===== config.mk =====
export PLATFORM = sky130hd
export DESIGN_NAME = frame_buf_initiator
export DESIGN_NICKNAME = d
export VERILOG_FILES = /design/src/rtl/frame_buf_pkg.sv /design/src/rtl/frame_addr_ctr.sv /design/src/rtl/frame_buf_initiator.sv
export SDC_FILE = /design/constraint.sdc
export NUM_CORES = 1
export LEC_CHECK = 0
export ABC_AREA = 1
export CELL_PAD_IN_SITES_DETAIL_PLACEMENT = 1
export CELL_PAD_IN_SITES_GLOBAL_PLACEMENT = 2
export CORE_ASPECT_RATIO = 1.1
export CORE_MARGIN = 2
export CORE_UTILIZATION = 25
export CTS_CLUSTER_DIAMETER = 80
export DETAILED_ROUTE_END_ITERATION = 8
export GPL_TIMING_DRIVEN = 0
export PLACE_DENSITY_LB_ADDON = 0.1
export SYNTH_ARGS = -nofsm -noshare
export SYNTH_HDL_FRONTEND = slang
export SYNTH_SLANG_ARGS = --single-unit

===== constraint.sdc =====
create_clock -name clk -period 5.1 [get_ports clk]
set_clock_uncertainty 0.2 [all_clocks]
set_input_delay 1.02 -clock clk [delete_from_list [all_inputs] [get_ports clk]]
set_output_delay 1.02 -clock clk [all_outputs]
set_load 0.005 [all_outputs]

===== src/rtl/frame_buf_pkg.sv =====
// Shared definitions for the frame buffer memory initiator.
// Holds the controller state encoding, the arbitration grant encoding and
// named strobe levels so active-low memory strobes read clearly at use sites.
package frame_buf_pkg;

    typedef enum logic [1:0] {
        ST_IDLE = 2'd0,
        ST_WR1  = 2'd1,
        ST_WR2  = 2'd2,
        ST_RD   = 2'd3
    } state_e;

    // Records which direction won the most recent grant in IDLE.
    typedef enum logic {
        GRANT_WR = 1'b0,
        GRANT_RD = 1'b1
    } grant_e;

    localparam logic ASSERT_L   = 1'b0;
    localparam logic DEASSERT_L = 1'b1;
    localparam logic ASSERT_H   = 1'b1;
    localparam logic DEASSERT_H = 1'b0;

endpackage


===== src/rtl/frame_addr_ctr.sv =====
// Wrapping frame pointer used for both the write and the read side.
// Ports:
//   clk, reset : clock and asynchronous active-high reset
//   inc        : advance the pointer; wraps from FRAME_WORDS-1 to 0
//   clr        : return the pointer to 0 (wins over inc)
//   addr       : BASE_ADDR + pointer, modulo 2^ADDR_WIDTH
//   wrap       : high in the cycle an increment wraps the pointer
module frame_addr_ctr
    import frame_buf_pkg::*;
#(
    parameter int                    ADDR_WIDTH  = 29,
    parameter logic [ADDR_WIDTH-1:0] BASE_ADDR   = '0,
    parameter int                    FRAME_WORDS = 1024
) (
    input  logic                  clk,
    input  logic                  reset,
    input  logic                  inc,
    input  logic                  clr,
    output logic [ADDR_WIDTH-1:0] addr,
    output logic                  wrap
);

    localparam int PTR_W = (FRAME_WORDS > 2) ? $clog2(FRAME_WORDS) : 1;
    localparam logic [PTR_W-1:0] LAST_PTR = PTR_W'(FRAME_WORDS - 1);

    logic [PTR_W-1:0] ptr_q;
    logic [PTR_W-1:0] ptr_d;

    // Clear has priority so an aborted frame always restarts at the base.
    always_comb begin
        ptr_d = ptr_q;
        wrap  = DEASSERT_H;
        if (clr) begin
            ptr_d = '0;
        end else if (inc) begin
            if (ptr_q == LAST_PTR) begin
                ptr_d = '0;
                wrap  = ASSERT_H;
            end else begin
                ptr_d = ptr_q + 1'b1;
            end
        end
    end

    always_ff @(posedge clk or posedge reset) begin
        if (reset) begin
            ptr_q <= '0;
        end else begin
            ptr_q <= ptr_d;
        end
    end

    assign addr = BASE_ADDR + ADDR_WIDTH'(ptr_q);

endmodule


===== src/rtl/frame_buf_initiator.sv =====
// Memory-side initiator for the frame buffer: writes a pixel-word stream to
// sequential addresses of one frame region and reads whole frames back.
// Ports:
//   clk, reset                 : clock, asynchronous active-high reset
//   in_valid/in_ready/in_data  : write stream (in_ready is combinational)
//   rd_start, rd_busy          : start a frame readback / readback active
//   out_valid/out_ready/out_data : read word stream
//   wr_frame_done, rd_frame_done : one-cycle end-of-frame pulses
//   rd_timeout_err             : sticky read timeout flag
//   mem_*                      : active-low strobe memory interface
module frame_buf_initiator
    import frame_buf_pkg::*;
#(
    parameter int                    DATA_WIDTH  = 32,
    parameter int                    ADDR_WIDTH  = 29,
    parameter logic [ADDR_WIDTH-1:0] BASE_ADDR   = '0,
    parameter int                    FRAME_WORDS = 1024,
    parameter int                    RD_TIMEOUT  = 15
) (
    input  logic                  clk,
    input  logic                  reset,
    input  logic                  in_valid,
    output logic                  in_ready,
    input  logic [DATA_WIDTH-1:0] in_data,
    input  logic                  rd_start,
    output logic                  out_valid,
    input  logic                  out_ready,
    output logic [DATA_WIDTH-1:0] out_data,
    output logic                  rd_busy,
    output logic                  wr_frame_done,
    output logic                  rd_frame_done,
    output logic                  rd_timeout_err,
    output logic                  mem_wr_en_n,
    output logic                  mem_rd_en_n,
    output logic [ADDR_WIDTH-1:0] mem_wr_addr,
    output logic [ADDR_WIDTH-1:0] mem_rd_addr,
    output logic [DATA_WIDTH-1:0] mem_wr_data,
    input  logic [DATA_WIDTH-1:0] mem_rd_data,
    input  logic                  mem_rd_data_valid
);

    localparam int TMO_W = $clog2(RD_TIMEOUT + 1);
    localparam logic [TMO_W-1:0] TMO_LAST = TMO_W'(RD_TIMEOUT - 1);

    state_e                state_q, state_d;
    grant_e                last_grant_q, last_grant_d;
    logic [TMO_W-1:0]      tmo_cnt_q, tmo_cnt_d;
    logic                  wr_en_n_q, wr_en_n_d;
    logic                  rd_en_n_q, rd_en_n_d;
    logic [ADDR_WIDTH-1:0] wr_addr_q, wr_addr_d;
    logic [ADDR_WIDTH-1:0] rd_addr_q, rd_addr_d;
    logic [DATA_WIDTH-1:0] wr_data_q, wr_data_d;
    logic [DATA_WIDTH-1:0] out_data_q, out_data_d;
    logic                  out_valid_q, out_valid_d;
    logic                  rd_busy_q, rd_busy_d;
    logic                  wr_done_q, wr_done_d;
    logic                  rd_done_q, rd_done_d;
    logic                  tmo_err_q, tmo_err_d;

    logic                  wr_inc, rd_inc, rd_clr;
    logic                  wr_wrap, rd_wrap;
    logic [ADDR_WIDTH-1:0] wr_ptr_addr, rd_ptr_addr;
    logic                  wr_elig, rd_elig, grant_wr, grant_rd;

    frame_addr_ctr #(
        .ADDR_WIDTH (ADDR_WIDTH),
        .BASE_ADDR  (BASE_ADDR),
        .FRAME_WORDS(FRAME_WORDS)
    ) u_wr_ctr (
        .clk  (clk),
        .reset(reset),
        .inc  (wr_inc),
        .clr  (1'b0),
        .addr (wr_ptr_addr),
        .wrap (wr_wrap)
    );

    frame_addr_ctr #(
        .ADDR_WIDTH (ADDR_WIDTH),
        .BASE_ADDR  (BASE_ADDR),
        .FRAME_WORDS(FRAME_WORDS)
    ) u_rd_ctr (
        .clk  (clk),
        .reset(reset),
        .inc  (rd_inc),
        .clr  (rd_clr),
        .addr (rd_ptr_addr),
        .wrap (rd_wrap)
    );

    // Next-state logic. Strobes are registered and only fall on a grant from
    // IDLE, so there is always at least one IDLE cycle with both strobes high
    // between transactions and they can never be low together.
    always_comb begin
        state_d      = state_q;
        last_grant_d = last_grant_q;
        tmo_cnt_d    = '0;
        wr_en_n_d    = wr_en_n_q;
        rd_en_n_d    = rd_en_n_q;
        wr_addr_d    = wr_addr_q;
        rd_addr_d    = rd_addr_q;
        wr_data_d    = wr_data_q;
        out_data_d   = out_data_q;
        out_valid_d  = out_valid_q;
        rd_busy_d    = rd_busy_q;
        wr_done_d    = DEASSERT_H;
        rd_done_d    = DEASSERT_H;
        tmo_err_d    = tmo_err_q;
        in_ready     = DEASSERT_H;
        wr_inc       = 1'b0;
        rd_inc       = 1'b0;
        rd_clr       = 1'b0;
        wr_elig      = in_valid;
        rd_elig      = rd_busy_q && !out_valid_q;
        grant_wr     = 1'b0;
        grant_rd     = 1'b0;

        // A start request while a frame is in flight is dropped, including
        // the cycle that completes or aborts the frame.
        if (rd_start && !rd_busy_q) begin
            rd_busy_d = ASSERT_H;
        end

        if (out_valid_q && out_ready) begin
            out_valid_d = DEASSERT_H;
        end

        unique case (state_q)
            ST_IDLE: begin
                if (wr_elig && rd_elig) begin
                    grant_wr = (last_grant_q == GRANT_RD);
                    grant_rd = (last_grant_q == GRANT_WR);
                end else begin
                    grant_wr = wr_elig;
                    grant_rd = rd_elig;
                end
                if (grant_wr) begin
                    in_ready     = ASSERT_H;
                    wr_data_d    = in_data;
                    wr_addr_d    = wr_ptr_addr;
                    wr_en_n_d    = ASSERT_L;
                    last_grant_d = GRANT_WR;
                    state_d      = ST_WR1;
                end else if (grant_rd) begin
                    rd_addr_d    = rd_ptr_addr;
                    rd_en_n_d    = ASSERT_L;
                    last_grant_d = GRANT_RD;
                    state_d      = ST_RD;
                end
            end
            ST_WR1: begin
                state_d = ST_WR2;
            end
            ST_WR2: begin
                wr_en_n_d = DEASSERT_L;
                wr_inc    = 1'b1;
                wr_done_d = wr_wrap;
                state_d   = ST_IDLE;
            end
            ST_RD: begin
                // Valid data wins over a timeout landing in the same cycle.
                if (mem_rd_data_valid) begin
                    out_data_d  = mem_rd_data;
                    out_valid_d = ASSERT_H;
                    rd_en_n_d   = DEASSERT_L;
                    rd_inc      = 1'b1;
                    state_d     = ST_IDLE;
                    if (rd_wrap) begin
                        rd_busy_d = DEASSERT_H;
                        rd_done_d = ASSERT_H;
                    end
                end else if (tmo_cnt_q == TMO_LAST) begin
                    tmo_err_d = ASSERT_H;
                    rd_en_n_d = DEASSERT_L;
                    rd_busy_d = DEASSERT_H;
                    rd_clr    = 1'b1;
                    state_d   = ST_IDLE;
                end else begin
                    tmo_cnt_d = tmo_cnt_q + 1'b1;
                end
            end
            default: begin
                state_d = ST_IDLE;
            end
        endcase
    end

    // State and registered outputs; reset forces strobes high immediately.
    always_ff @(posedge clk or posedge reset) begin
        if (reset) begin
            state_q      <= ST_IDLE;
            last_grant_q <= GRANT_RD;
            tmo_cnt_q    <= '0;
            wr_en_n_q    <= DEASSERT_L;
            rd_en_n_q    <= DEASSERT_L;
            wr_addr_q    <= '0;
            rd_addr_q    <= '0;
            wr_data_q    <= '0;
            out_data_q   <= '0;
            out_valid_q  <= DEASSERT_H;
            rd_busy_q    <= DEASSERT_H;
            wr_done_q    <= DEASSERT_H;
            rd_done_q    <= DEASSERT_H;
            tmo_err_q    <= DEASSERT_H;
        end else begin
            state_q      <= state_d;
            last_grant_q <= last_grant_d;
            tmo_cnt_q    <= tmo_cnt_d;
            wr_en_n_q    <= wr_en_n_d;
            rd_en_n_q    <= rd_en_n_d;
            wr_addr_q    <= wr_addr_d;
            rd_addr_q    <= rd_addr_d;
            wr_data_q    <= wr_data_d;
            out_data_q   <= out_data_d;
            out_valid_q  <= out_valid_d;
            rd_busy_q    <= rd_busy_d;
            wr_done_q    <= wr_done_d;
            rd_done_q    <= rd_done_d;
            tmo_err_q    <= tmo_err_d;
        end
    end

    assign mem_wr_en_n    = wr_en_n_q;
    assign mem_rd_en_n    = rd_en_n_q;
    assign mem_wr_addr    = wr_addr_q;
    assign mem_rd_addr    = rd_addr_q;
    assign mem_wr_data    = wr_data_q;
    assign out_data       = out_data_q;
    assign out_valid      = out_valid_q;
    assign rd_busy        = rd_busy_q;
    assign wr_frame_done  = wr_done_q;
    assign rd_frame_done  = rd_done_q;
    assign rd_timeout_err = tmo_err_q;

endmodule

==> flow_metrics.env, run 1 <==
export IMPL_status="finished clean"
export IMPL_hold_class="reg2reg"
export IMPL_layout_area_overhead_vs_synth_pct=51.84
export IMPL_cts_root_buf="clkbuf_16"
export IMPL_cts_max_path_buffers=2
export IMPL_number_of_global_route_vias_before_repair=4788
export IMPL_power_density_nw_per_um2=507.6
export IMPL_quantity_of_i_o_buffers_inserted_on_ports=161
export IMPL_critPathArrivalTime_ns=2.74
export IMPL_synth_lib_cells_used_distinct=27
export IMPL_drtPass1Iterations=4
export IMPL_antenna_left=0
export IMPL_max_cap_viols=0
export IMPL_post_dp_hpwl_mm=10.95
export IMPL_worstSetupStartpointType="primary input"
export IMPL_grt_start_max_net_pins=66
export IMPL_finalWeightedCongestion=0.7690
export IMPL_wirelength_mm=14.80
export IMPL_synth_top_cell_by_area="dfrtp_1"
export IMPL_synth_top_cells_by_count="nand2_1 (277), dfrtp_1 (115), buf_4 (40)"
export IMPL_drtIter0Drc=119
export IMPL_drive_gt1_share_pct=12.90
export IMPL_synth_ff_latch_count=118
export IMPL_timing_final_hold_violations=0
export IMPL_detail_route_drc_violations=0
export IMPL_mappedNetlistArea_sq_um=5189
export IMPL_final_max_slew_viol_count=0
export IMPL_timing_fmax_ghz=0.2525
export IMPL_rsz_0062_raised_after_global_routing="false"
export IMPL_endpoint_kind="output port"
export IMPL_hold_buffers=0
export IMPL_initial_antenna_violation_count=0
export IMPL_dp_cells=1046
export IMPL_crit_required_ns=3.88
export IMPL_tritoncts="built"
export IMPL_critical_path_class="in2out"
export IMPL_yosys_cell_count_top_type="nand2_1"
export IMPL_yosysWarningCount=0
export IMPL_cts_repair_resize_count=0
export IMPL_synthesis_area_per_instance_sq_um=8.780
export IMPL_vias=4468
export IMPL_final_net_count=883
export IMPL_crit_path_max_fanout=10
export IMPL_ir_worst_vdd_uv=258.2
export IMPL_cts_made_buffers=17
export IMPL_total_power_consumption_of_the_routed_design_mw=3.999
export IMPL_ioPinCount=200
export IMPL_total_gr_overflow=0
export IMPL_synth_top_cells_by_area="dfrtp_1 (55%), nand2_1 (20%), buf_4 (5.8%)"
export IMPL_grtUsageTotal_pct=14.07
export IMPL_die_height_microns=155.1
export IMPL_placeableCoreArea_sq_um=20440
export IMPL_transition_at_the_pin_with_the_smallest_max_transition_slack_ns=0.6317
export IMPL_row_count=55
export IMPL_cts_sink_count=118
export IMPL_htree_levels=4
export IMPL_drt_wirelength_per_cell_microns=13.73
export IMPL_clk_insertion_delay_late_ns=0.41
export IMPL_relSlewSlack_pct=57.89
export IMPL_path_clk_slew_ns=0.05
export IMPL_postCtsSetupRepairBufs=0
export IMPL_timing_final_setup_violations=0
export IMPL_die_x_microns=141.4
export IMPL_insertedDiodeCount=0
export IMPL_dieArea_sq_um=21920
export IMPL_grt_pass1_wl_mm=24.24
export IMPL_period_minus_slack_ns=3.960
export IMPL_postSynth_asyncResetShare_pct=100.0
export IMPL_synth_top_cell_area_share_pct=55.46
export IMPL_yosysSeqAreaShare_pct=56.98
export IMPL_initial_core_util_pct=25.39
export IMPL_post_route_period_util_pct=77.64
export IMPL_netlist_instances=591
export IMPL_ys_flop_type="dfrtp_1"
export IMPL_count_of_non_filler_cells_in_the_finished_layout=1078
export IMPL_synth_edff_count=0
export IMPL_fin_hold_ws_ns=0.2579
export IMPL_cellLeakagePower_nw=3.881
export IMPL_routed_via_density=4.145
## path summary, 6_finish.rpt
path,slack [ns],cells past startpoint,to,start
max,1.14,5,in_ready,in_valid
min,0.26,2,mem_wr_en_n,mem_wr_en_n
max reg2reg,3.13,8,u_rd_ctr.ptr_q[9],u_rd_ctr.ptr_q[1]
min reg2reg,0.26,2,mem_wr_en_n,mem_wr_en_n
max in group asynchronous,3.06,3,mem_wr_en_n,reset
min in group asynchronous,0.89,2,mem_wr_data[23],reset
## stage by stage
stage | worst slack [ns] | util (%) | setup TNS (ns) | instance area [sq um]
after global routing | 1.021 | 38.55 | 0 | 7879
after detailed placement | 1.095 | 35.68 | 0 | 7292
final | 1.140 | 38.55 | 0 | 7879
after floorplan | 0.7558 | - | 0 | 5328
after global placement | -1.417 | 35.52 | -162.28 | 7259
after CTS | 1.087 | 38.55 | 0 | 7879
## where the power goes
group	total [mW]	switching (mW)	internal, mW	leakage, nW
sequential	1.45	0.192	1.26	1.51
clock	1.19	0.406	0.783	0.289
combinational	1.36	0.625	0.737	2.08
total	4.00	1.22	2.78	3.88
## sequential cells by signal, summed over array words and instances (netlist names), 2 cells and up
register / flops
u_rd_ctr.ptr_q: 10
mem_wr_addr: 10
u_wr_ctr.ptr_q: 10
mem_rd_addr: 10
tmo_cnt_q: 4
state_q: 2
mem_wr_data: 32
out_data: 32
## metal layers
layer	global-route usage [%]	vias to the layer above	share of wire, %
li1	-	2183	-
met1	15.56	2140	41
met2	24.06	127	49
met3	6.340	18	8.2
met4	4.714	0	1.2
met5	0	-	0
## logic make-up (layout without fill, tap and decap cells)
| group | Yosys count | after routing | synth area share, % |
|---|---|---|---|
| xor+xnor | 8 | 8 | 1.350 |
| flops | 118 | 118 | 56.98 |
| compound gates | 34 | 34 | 4.172 |
| fa+ha+maj | 4 | 4 | 0.9646 |
| simple gates | 335 | 335 | 25.71 |
| other cells | 1 | 38 | 0.07227 |
| buf+inv | 91 | 285 | 10.75 |
## layout make-up
class / count / area, sq um
timing repair buffer: 162 / 1639
inverter: 35 / 141.4
buffer: 56 / 421.7
tap: 256 / 320.3
fill: 2394 / 12560
sequential: 118 / 2957
multi-input combinational: 419 / 1813
clock buffer: 28 / 516.7
clock inverter: 4 / 70.07
## critical path, stage by stage
cell and delay [ns]:
clkdlybuf4s50_1 0.51, nand2_2 0.08, a21oi_4 0.35, buf_4 0.25
clkdlybuf4s50_1 0.51
## cell usage in the layout (no fill, tap or decap), drive strengths merged
master,n
bufinv,2
nand3,20
buf,55
conb,38
o31ai,1
dfstp,3
nor2,23
nor3,1
clkdlybuf4s50,161
xor2,6
nand4,8
ha,4
clkbuf,30
a21oi,5
o21a,1
xnor2,2
inv,35
clkinv,2
dfrtp,115
nand2,283
o21ai,27
Note: power is estimated with default switching activity, not from simulation.
==> run 2: changes to the inputs <==
- clock period: 5.1 -> 4.1 ns (I/O delays scaled with it)
==> run 2 against run 1 <==
Compared with the run above:
- clock power grew 37%
- via count shrank 0.78%
- non-clock buffer count grew 2
- highest routed layer unchanged
- largest cell class unchanged
- worst hold slack gained 0.0046 ns
- sequential share of layout area shrank 0.42 points
==> flow_metrics.env, run 2 (synthesis gave the netlist of run 1 again) <==
export IMPL_status="finished clean"
export IMPL_fin_hold_ws_ns=0.2625
export IMPL_die_height_microns=155.1
export IMPL_grt_start_max_net_pins=40
export IMPL_critical_path_class="in2out"
export IMPL_drtPass1Iterations=4
export IMPL_cts_max_path_buffers=2
export IMPL_insertedDiodeCount=0
export IMPL_filler_cell_count=2387
export IMPL_hold_buffers=0
export IMPL_dp_cells=1048
export IMPL_path_clk_slew_ns=0.05
export IMPL_period_minus_slack_ns=3.582
export IMPL_cts_repair_resize_count=0
export IMPL_ir_worst_vdd_uv=284.5
export IMPL_ioPinCount=200
export IMPL_layout_area_overhead_vs_synth_pct=53.58
export IMPL_min_to="mem_wr_en_n"
export IMPL_final_net_count=885
export IMPL_critPathArrivalTime_ns=2.56
export IMPL_holdCritStartpoint="mem_wr_en_n"
export IMPL_r2r_cells=8
export IMPL_detail_route_drc_violations=0
export IMPL_crit_path_max_fanout=10
export IMPL_timing_setup_tns_ns=0
export IMPL_timing_fmax_ghz=0.2792
export IMPL_endpoint_kind="output port"
export IMPL_r2r_end="u_rd_ctr.ptr_q[9]"
export IMPL_initial_core_util_pct=25.39
export IMPL_placeableCoreArea_sq_um=20440
export IMPL_htree_levels=4
export IMPL_antenna_left=0
export IMPL_rrSetupSlack_ns=2.17
export IMPL_cts_root_buf="clkbuf_16"
export IMPL_drive_gt1_share_pct=13.47
export IMPL_routed_via_density=4.105
export IMPL_quantity_of_i_o_buffers_inserted_on_ports=161
export IMPL_number_of_global_route_vias_before_repair=4732
export IMPL_wirelength_mm=14.84
export IMPL_layout_commonest_cell="nand2_1"
export IMPL_worstSetupStartpointType="primary input"
export IMPL_row_count=55
export IMPL_reg2reg_from="u_rd_ctr.ptr_q[1]"
export IMPL_max_cap_viols=0
export IMPL_total_gr_overflow=0
export IMPL_rsz_0062_raised_after_global_routing="false"
export IMPL_cts_made_buffers=17
export IMPL_grtUsageTotal_pct=14.06
export IMPL_cellLeakagePower_nw=3.913
export IMPL_grt_pass1_wl_mm=24.54
export IMPL_initial_antenna_violation_count=0
export IMPL_post_dp_hpwl_mm=11.01
export IMPL_timing_final_hold_violations=0
export IMPL_hold_class="reg2reg"
export IMPL_die_x_microns=141.4
export IMPL_timing_final_setup_violations=0
export IMPL_worstHoldPathCells=2
export IMPL_relSlewSlack_pct=56.86
export IMPL_finalWeightedCongestion=0.7494
export IMPL_crit_required_ns=3.08
export IMPL_dieArea_sq_um=21920
export IMPL_postCtsSetupRepairBufs=0
export IMPL_count_of_non_filler_cells_in_the_finished_layout=1080
export IMPL_clk_insertion_delay_late_ns=0.41
export IMPL_tritoncts="built"
export IMPL_drt_wirelength_per_cell_microns=13.74
export IMPL_transition_at_the_pin_with_the_smallest_max_transition_slack_ns=0.6458
export IMPL_drtIter0Drc=107
export IMPL_cts_sink_count=118
export IMPL_power_density_nw_per_um2=643.3
export IMPL_post_route_period_util_pct=87.36
export IMPL_final_util_pct=38.99
export IMPL_vias=4433
export IMPL_most_common_layout_cells="nand2_1 (277), clkdlybuf4s50_1 (161), dfrtp_1 (115)"
export IMPL_final_max_slew_viol_count=0
run 2: changes by cell type in the layout (fill, tap and decap cells not counted):
| cell | previous run | this run |
|---|---|---|
| clkinv_2 | 2 | 1 |
| buf_16 | 1 | 0 |
| inv_6 | 2 | 1 |
| buf_12 | 0 | 3 |
| clkinvlp_4 | 0 | 3 |
| clkbuf_1 | 8 | 5 |
| bufinv_16 | 2 | 4 |
run 2: area by class of cell:
cell class	count	area [sq um]	area share, %
inverter	35	140.1	1.759
clock inverter	7	140.1	1.759
multi-input combinational	419	1813	22.75
buffer	56	421.7	5.291
clock buffer	25	505.5	6.343
timing repair buffer	164	1672	20.98
tap	256	320.3	4.019
sequential	118	2957	37.10
run 2: worst max-delay path, stage by stage:
cell and delay (ns):
clkdlybuf4s50_1 0.52, nand2_2 0.08, a21oi_4 0.36, buf_4 0.25, clkdlybuf4s50_1 0.52
run 2: worst max path at each step:
stage / startpoint / endpoint / slack [ns] / depth (start not counted)
2_1_floorplan: reset / mem_rd_addr[0] / 1.64 / 1
3_3_place_gp: reset / out_data[9] / 0.32 / 2
3_5_place_dp: in_valid / in_ready / 0.49 / 5
4_1_cts: in_valid / in_ready / 0.48 / 5
5_1_grt: in_valid / in_ready / 0.43 / 5
6_report: in_valid / in_ready / 0.52 / 5
run 2: stage by stage:
| stage | setup slack, ns | cell area (sq um) | power (mW) |
|---|---|---|---|
| after global placement | 0.3212 | 7263 | 3.497 |
| after detailed placement | 0.4881 | 7323 | 3.554 |
| after floorplan | 1.641 | 5331 | 2.539 |
| after CTS | 0.4834 | 7969 | 5.229 |
| final | 0.5181 | 7969 | 5.126 |
| after global routing | 0.4290 | 7969 | 5.512 |
run 2: power breakdown:
part / internal (mW) / switching (mW) / total (mW)
Combinational: 0.920 / 0.776 / 1.70
Clock: 1.10 / 0.531 / 1.63
Sequential: 1.56 / 0.237 / 1.80
Total: 3.58 / 1.54 / 5.13
run 2: layer usage:
layer / GRT usage (%) / part of all wire (%) / vias up
li1: - / - / 2186
met1: 17.10 / 44 / 2107
met2: 23.28 / 48 / 126
met3: 5.263 / 7.0 / 14
met4: 4.190 / 1.1 / 0
met5: 0 / 0 / -
==> run 3: changes to the inputs <==
- CTS_CLUSTER_SIZE: default -> 30
==> results of run 3 <==
Same layout as run 2: the final DEF is identical, and so are final timing and power.
